File: src/rtl/tmem_read_arbiter_pkg.sv
// Shared definitions for the TMEM read arbiter and its round-robin selector.
// The selector is also used by the OMEM write arbiter.
package tmem_read_arbiter_pkg;

    localparam int DATA_ROW_WIDTH = 96;
    localparam int MAX_CORES      = 4;

    typedef enum logic [1:0] {
        TMARB_IDLE       = 2'd0,
        TMARB_ISSUE_WAIT = 2'd1,
        TMARB_RESPOND    = 2'd2,
        TMARB_DRAIN      = 2'd3
    } tmarb_state_e;

    // Successor of an index in a ring of 'modulus' entries.
    function automatic int wrapIncrement(input int value, input int modulus);
        return (value + 1 >= modulus) ? 0 : value + 1;
    endfunction

endpackage

File: src/rtl/tmem_read_arbiter_rr_select.sv
// Combinational round-robin search: returns the first requester at or after
// the pointer, wrapping past the top index back to zero.
module rr_priority_select #(
    parameter int N     = 4,
    parameter int IDX_W = (N > 1) ? $clog2(N) : 1
) (
    input  logic [N-1:0]     req_i,
    input  logic [IDX_W-1:0] ptr_i,
    output logic             grant_valid_o,
    output logic [IDX_W-1:0] grant_index_o
);

    int               cand;
    logic [IDX_W-1:0] candIdx;

    // Walk from the farthest offset down so the nearest requester wins last.
    always_comb begin
        grant_valid_o = 1'b0;
        grant_index_o = '0;
        cand          = 0;
        candIdx       = '0;
        for (int off = N - 1; off >= 0; off--) begin
            cand = int'(ptr_i) + off;
            if (cand >= N) begin
                cand = cand - N;
            end
            candIdx = IDX_W'(cand);
            if (req_i[candIdx]) begin
                grant_valid_o = 1'b1;
                grant_index_o = candIdx;
            end
        end
    end

endmodule

File: src/rtl/tmem_read_arbiter.sv
// Shares the single TMEM read port among the execution cores: one round-robin
// grant at a time, 4-phase handshake towards both the cores and TMEM.
module tmem_read_arbiter
    import tmem_read_arbiter_pkg::*;
#(
    parameter int NUM_CORES = MAX_CORES,
    parameter int ADDR_W    = DATA_ROW_WIDTH,
    parameter int DATA_W    = DATA_ROW_WIDTH,
    parameter int GRANT_W   = $clog2(NUM_CORES)
) (
    input  logic                        Clock,
    input  logic                        Reset,
    input  logic [NUM_CORES-1:0]        iCoreRequest,
    input  logic [NUM_CORES*ADDR_W-1:0] iCoreAddress,
    output logic [DATA_W-1:0]           oCoreData,
    output logic [NUM_CORES-1:0]        oCoreDataAvailable,
    output logic                        oTMEMRequest,
    output logic [ADDR_W-1:0]           oTMEMAddress,
    input  logic [DATA_W-1:0]           iTMEMData,
    input  logic                        iTMEMDataAvailable,
    output logic [GRANT_W-1:0]          oGrantId,
    output logic                        oBusy
);

    tmarb_state_e         state_q, state_d;
    logic [GRANT_W-1:0]   ptr_q, ptr_d;
    logic [GRANT_W-1:0]   grant_q, grant_d;
    logic [ADDR_W-1:0]    tmemAddr_q, tmemAddr_d;
    logic                 tmemReq_q, tmemReq_d;
    logic [DATA_W-1:0]    coreData_q, coreData_d;
    logic [NUM_CORES-1:0] coreAvail_q, coreAvail_d;
    logic                 abort_q, abort_d;

    logic                 selValid;
    logic [GRANT_W-1:0]   selIndex;
    logic [ADDR_W-1:0]    selAddr;
    logic                 grantedReq;

    rr_priority_select #(
        .N     (NUM_CORES),
        .IDX_W (GRANT_W)
    ) u_rr_select (
        .req_i         (iCoreRequest),
        .ptr_i         (ptr_q),
        .grant_valid_o (selValid),
        .grant_index_o (selIndex)
    );

    assign selAddr    = iCoreAddress[int'(selIndex)*ADDR_W +: ADDR_W];
    assign grantedReq = iCoreRequest[grant_q];

    // All registers clear on reset, which also drops oTMEMRequest at once and
    // abandons whatever TMEM transaction was in flight.
    always_ff @(posedge Clock or posedge Reset) begin
        if (Reset) begin
            state_q     <= TMARB_IDLE;
            ptr_q       <= '0;
            grant_q     <= '0;
            tmemAddr_q  <= '0;
            tmemReq_q   <= 1'b0;
            coreData_q  <= '0;
            coreAvail_q <= '0;
            abort_q     <= 1'b0;
        end else begin
            state_q     <= state_d;
            ptr_q       <= ptr_d;
            grant_q     <= grant_d;
            tmemAddr_q  <= tmemAddr_d;
            tmemReq_q   <= tmemReq_d;
            coreData_q  <= coreData_d;
            coreAvail_q <= coreAvail_d;
            abort_q     <= abort_d;
        end
    end

    // A grant is withheld while TMEM still shows data from the last transfer.
    // A core that drops its request before data arrives aborts: the TMEM
    // transfer is allowed to finish but its data is never presented.
    always_comb begin
        state_d     = state_q;
        ptr_d       = ptr_q;
        grant_d     = grant_q;
        tmemAddr_d  = tmemAddr_q;
        tmemReq_d   = tmemReq_q;
        coreData_d  = coreData_q;
        coreAvail_d = coreAvail_q;
        abort_d     = abort_q;

        case (state_q)
            TMARB_IDLE: begin
                if (selValid && !iTMEMDataAvailable) begin
                    grant_d    = selIndex;
                    tmemAddr_d = selAddr;
                    tmemReq_d  = 1'b1;
                    ptr_d      = GRANT_W'(wrapIncrement(int'(selIndex), NUM_CORES));
                    state_d    = TMARB_ISSUE_WAIT;
                end
            end
            TMARB_ISSUE_WAIT: begin
                if (!grantedReq) begin
                    abort_d = 1'b1;
                end
                if (iTMEMDataAvailable) begin
                    tmemReq_d = 1'b0;
                    if (abort_q || !grantedReq) begin
                        state_d = TMARB_DRAIN;
                    end else begin
                        coreData_d  = iTMEMData;
                        coreAvail_d = NUM_CORES'(1) << grant_q;
                        state_d     = TMARB_RESPOND;
                    end
                end
            end
            TMARB_RESPOND: begin
                if (!grantedReq) begin
                    coreAvail_d = '0;
                    state_d     = TMARB_DRAIN;
                end
            end
            TMARB_DRAIN: begin
                if (!iTMEMDataAvailable) begin
                    abort_d = 1'b0;
                    state_d = TMARB_IDLE;
                end
            end
            default: begin
                state_d = TMARB_IDLE;
            end
        endcase
    end

    assign oCoreData          = coreData_q;
    assign oCoreDataAvailable = coreAvail_q;
    assign oTMEMRequest       = tmemReq_q;
    assign oTMEMAddress       = tmemAddr_q;
    assign oGrantId           = grant_q;
    assign oBusy              = (state_q != TMARB_IDLE);

endmodule

File: config.mk
export PLATFORM = sky130hd
export DESIGN_NAME = tmem_read_arbiter
export DESIGN_NICKNAME = d
export VERILOG_FILES = /design/src/rtl/tmem_read_arbiter_pkg.sv /design/src/rtl/tmem_read_arbiter_rr_select.sv /design/src/rtl/tmem_read_arbiter.sv
export SDC_FILE = /design/constraint.sdc
export NUM_CORES = 1
export LEC_CHECK = 0
export ABC_AREA = 1
export CORE_AREA = 2 2 266 268
export DETAILED_ROUTE_END_ITERATION = 12
export DIE_AREA = 0 0 268 270
export PLACE_DENSITY = 0.42
export SLEW_MARGIN = 10
export SYNTH_ARGS = -nofsm -noshare
export SYNTH_HDL_FRONTEND = slang
export SYNTH_SLANG_ARGS = --single-unit
File: constraint.sdc
create_clock -name Clock -period 14.5 [get_ports Clock]
set_input_delay 1.45 -clock Clock [delete_from_list [all_inputs] [get_ports Clock]]
set_output_delay 1.45 -clock Clock [all_outputs]
set_load 0.02 [all_outputs]
==> flow_metrics.env <==
export IMPL_r2r_cells=13
export IMPL_syn2layout_area_growth_pct=72.5
export IMPL_post_route_period_util=0.380
export IMPL_wl_met3_um=3850
export IMPL_status="finished clean"
export IMPL_maxCapViolCount=0
export IMPL_required_ps=15010
export IMPL_ir_drop_uv=161
export IMPL_place_area_sq_mm=0.0196
export IMPL_drc=0
export IMPL_mostFrequentLayoutCell="clkdlybuf4s50_1"
export IMPL_worstSetupStartpointType="input pin"
export IMPL_ys_flop_type="dfrtp_1"
export IMPL_core_area_sq_mm=0.0695
export IMPL_cp_end_kind="register"
export IMPL_overflow=0
export IMPL_ys_seq_area_frac=0.427
export IMPL_synthDistinctLibCells=33
export IMPL_initial_utilization=0.172
export IMPL_cp_max_fo=133
export IMPL_setup_tns_ps=0
export IMPL_routed_via_density=3.97
export IMPL_netlist_area_sq_mm=0.0120
export IMPL_hold_slack_ps=475
export IMPL_yosysWarnings=0
export IMPL_insertion_delay_ps=580
export IMPL_met2_length_um=26800
export IMPL_grt_pass1_wl_um=78700
export IMPL_wirelength_um=52700
export IMPL_htreeDepth=1
export IMPL_clock_sinks=204
export IMPL_layout_common_cells="clkdlybuf4s50_1 (686), nand2_1 (447), inv_1 (281), nand3_1 (269), dfrtp_1 (204)"
export IMPL_cts_buffer_depth=3
export IMPL_min_to="oTMEMAddress[37]"
export IMPL_top_layer="met5"
export IMPL_drt_iter0_drc=425
export IMPL_io_buffers=686
export IMPL_startpoint="iCoreRequest[0]"
export IMPL_rsz0062_at_grt="false"
export IMPL_power_density_mw_per_mm2=216
export IMPL_syn_inst=1560
export IMPL_fin_util=0.297
export IMPL_worst_pin_slew_ps=1150
export IMPL_place_gp_congestion=0.833
export IMPL_fin_crit_ps=5510
export IMPL_hold_class="reg -> reg"
export IMPL_fin_ws_ps=8990
export IMPL_via_count=12500
export IMPL_cts_resized=0
export IMPL_finalHoldViolCount=0
export IMPL_synth_area_per_cell_sq_um=7.66
export IMPL_skew_ps=23.0
export IMPL_wire_per_inst_um=16.7
export IMPL_ant_nets=0
export IMPL_synth_edf_count=0
export IMPL_holdPathStages=2
export IMPL_critPathArrivalTime_ps=6020
export IMPL_wl_met1_um=20500
export IMPL_fmax_ghz=0.182
export IMPL_leakage_nw=9.74
export IMPL_dieArea_sq_mm=0.0724
export IMPL_synthArstFlopShare=1.00
export IMPL_syn_nets=2053
export IMPL_cts_tree="yes"
export IMPL_grt_max_degree=134
export IMPL_grt_use_total=0.141
export IMPL_timing_rr_start="ptr_q[0]"
export IMPL_num_rows=97
export IMPL_fp_dieH_um=270
export IMPL_finalSetupViolations=0
export IMPL_ioPinCount=687
export IMPL_drt_pass1_iterations=4
export IMPL_r2r_end="oTMEMAddress[62]"
export IMPL_grt_pass1_vias=13100
export IMPL_hpwl_um=39900
export IMPL_antenna_found_initial=8
export IMPL_design_area_sq_mm=0.0206
export IMPL_die_w_um=268
export IMPL_clk_pin_slew_ps=60
export IMPL_postCtsSetupRepairBufs=0
export IMPL_cts_hold_fix_buffers=0
export IMPL_rrSetupSlack_ps=9730
export IMPL_slew_headroom=0.235
export IMPL_slew_violations=0
export IMPL_nNetsFinal=2688
export IMPL_cts_root_buf="clkbuf_16"
export IMPL_cts_buffers=28
export IMPL_hp_start="oTMEMAddress[37]"
export IMPL_detailedPlace_worstSlack_ps=8410
export IMPL_path_class="in -> reg"
export IMPL_synth_seq_cells=204
export IMPL_final_layout_size_suffix_gt1_frac=0.0943
## cell usage after synthesis, types with 2 or more instances
| cell | n | area (sq um) |
|---|---|---|
| dfrtp_1 | 204 | 5100 |
| nand3_1 | 269 | 1350 |
| mux2_2 | 96 | 1080 |
| buf_4 | 25 | 188 |
| o21ai_0 | 8 | 40.0 |
| clkbuf_1 | 23 | 86.3 |
| nand2_2 | 3 | 18.8 |
| nor3_1 | 5 | 25.0 |
| a21oi_1 | 5 | 25.0 |
| nor2_1 | 4 | 15.0 |
| buf_1 | 2 | 7.51 |
| nand2_1 | 447 | 1680 |
| o211ai_1 | 61 | 458 |
| nand3_2 | 2 | 20.0 |
| or2_2 | 40 | 250 |
| or2_1 | 21 | 131 |
| inv_1 | 282 | 1060 |
| nand2_4 | 2 | 22.5 |
| buf_2 | 41 | 205 |
| inv_2 | 2 | 7.51 |
| ha_1 | 6 | 75.1 |
## critical path, cell delays in order
cell and delay (ps):
clkdlybuf4s50_1 510, nand2_1 60, nand2_1 100, nand2_1 110, nand2_2 120, nand2_2 70, nand2_1 100, nand2_4 420
nand2_8 570, buf_4 820, buf_4 960, or2_2 250, nand3_1 70, nand3_1 130
## report_power, final
part	switching, mW	internal, mW	leakage, nW	total [mW]
sequential	0.155	0.848	2.55	1.00
clock	0.280	0.462	0.490	0.742
combinational	1.60	1.11	6.70	2.71
total	2.04	2.42	9.74	4.45
## how the worst max path moves through the flow
stage,end,slack [ps],depth (start not counted)
floorplan,abort_q,7480,1
global placement,oTMEMAddress[72],8590,14
detailed placement,oTMEMAddress[49],8410,14
CTS,oTMEMAddress[49],9080,14
global route,oTMEMAddress[76],8490,14
finish,oTMEMAddress[62],8990,14
## area by class of cell
cell class | instances | area [sq um]
Inverter | 285 | 1080
Multi-Input combinational cell | 979 | 5300
Tap cell | 940 | 1180
Timing Repair Buffer | 697 | 6950
Clock buffer | 41 | 820
Fill cell | 7468 | 48900
Sequential cell | 204 | 5100
Clock inverter | 10 | 175
Antenna cell | 5 | 12.5
## per-stage QoR
stage	std cells	power, mW
2_1_floorplan	1560	2.72
5_1_grt	3161	4.83
6_report	3161	4.45
3_3_place_gp	3105	3.75
4_1_cts	3156	4.56
3_5_place_dp	3105	3.78
## logic make-up (layout without fill, tap and decap cells)
group	count (synthesis)	after routing	share of synthesized area
AO/OA/AOI/OAI	79	79	0.0474
adder cells (fa/ha/maj)	6	6	0.00628
buffers and inverters	377	1033	0.131
flip-flops	204	204	0.427
multiplexers	96	96	0.0904
other	0	5	0
AND/OR/NAND/NOR	798	798	0.298
## sequential cells by signal, indices dropped and copies added, names as in the netlist
register,flops
abort_q,1
oCoreData,96
oCoreDataAvailable,4
oGrantId,2
oTMEMAddress,96
oTMEMRequest,1
ptr_q,2
state_q,2
## per-layer routing
metal	track usage	vias to the layer above
li1	-	6157
met1	0.157	5862
met2	0.257	436
met3	0.0365	72
met4	0.0448	8
met5	0	-
(Power assumes the default switching activity.)
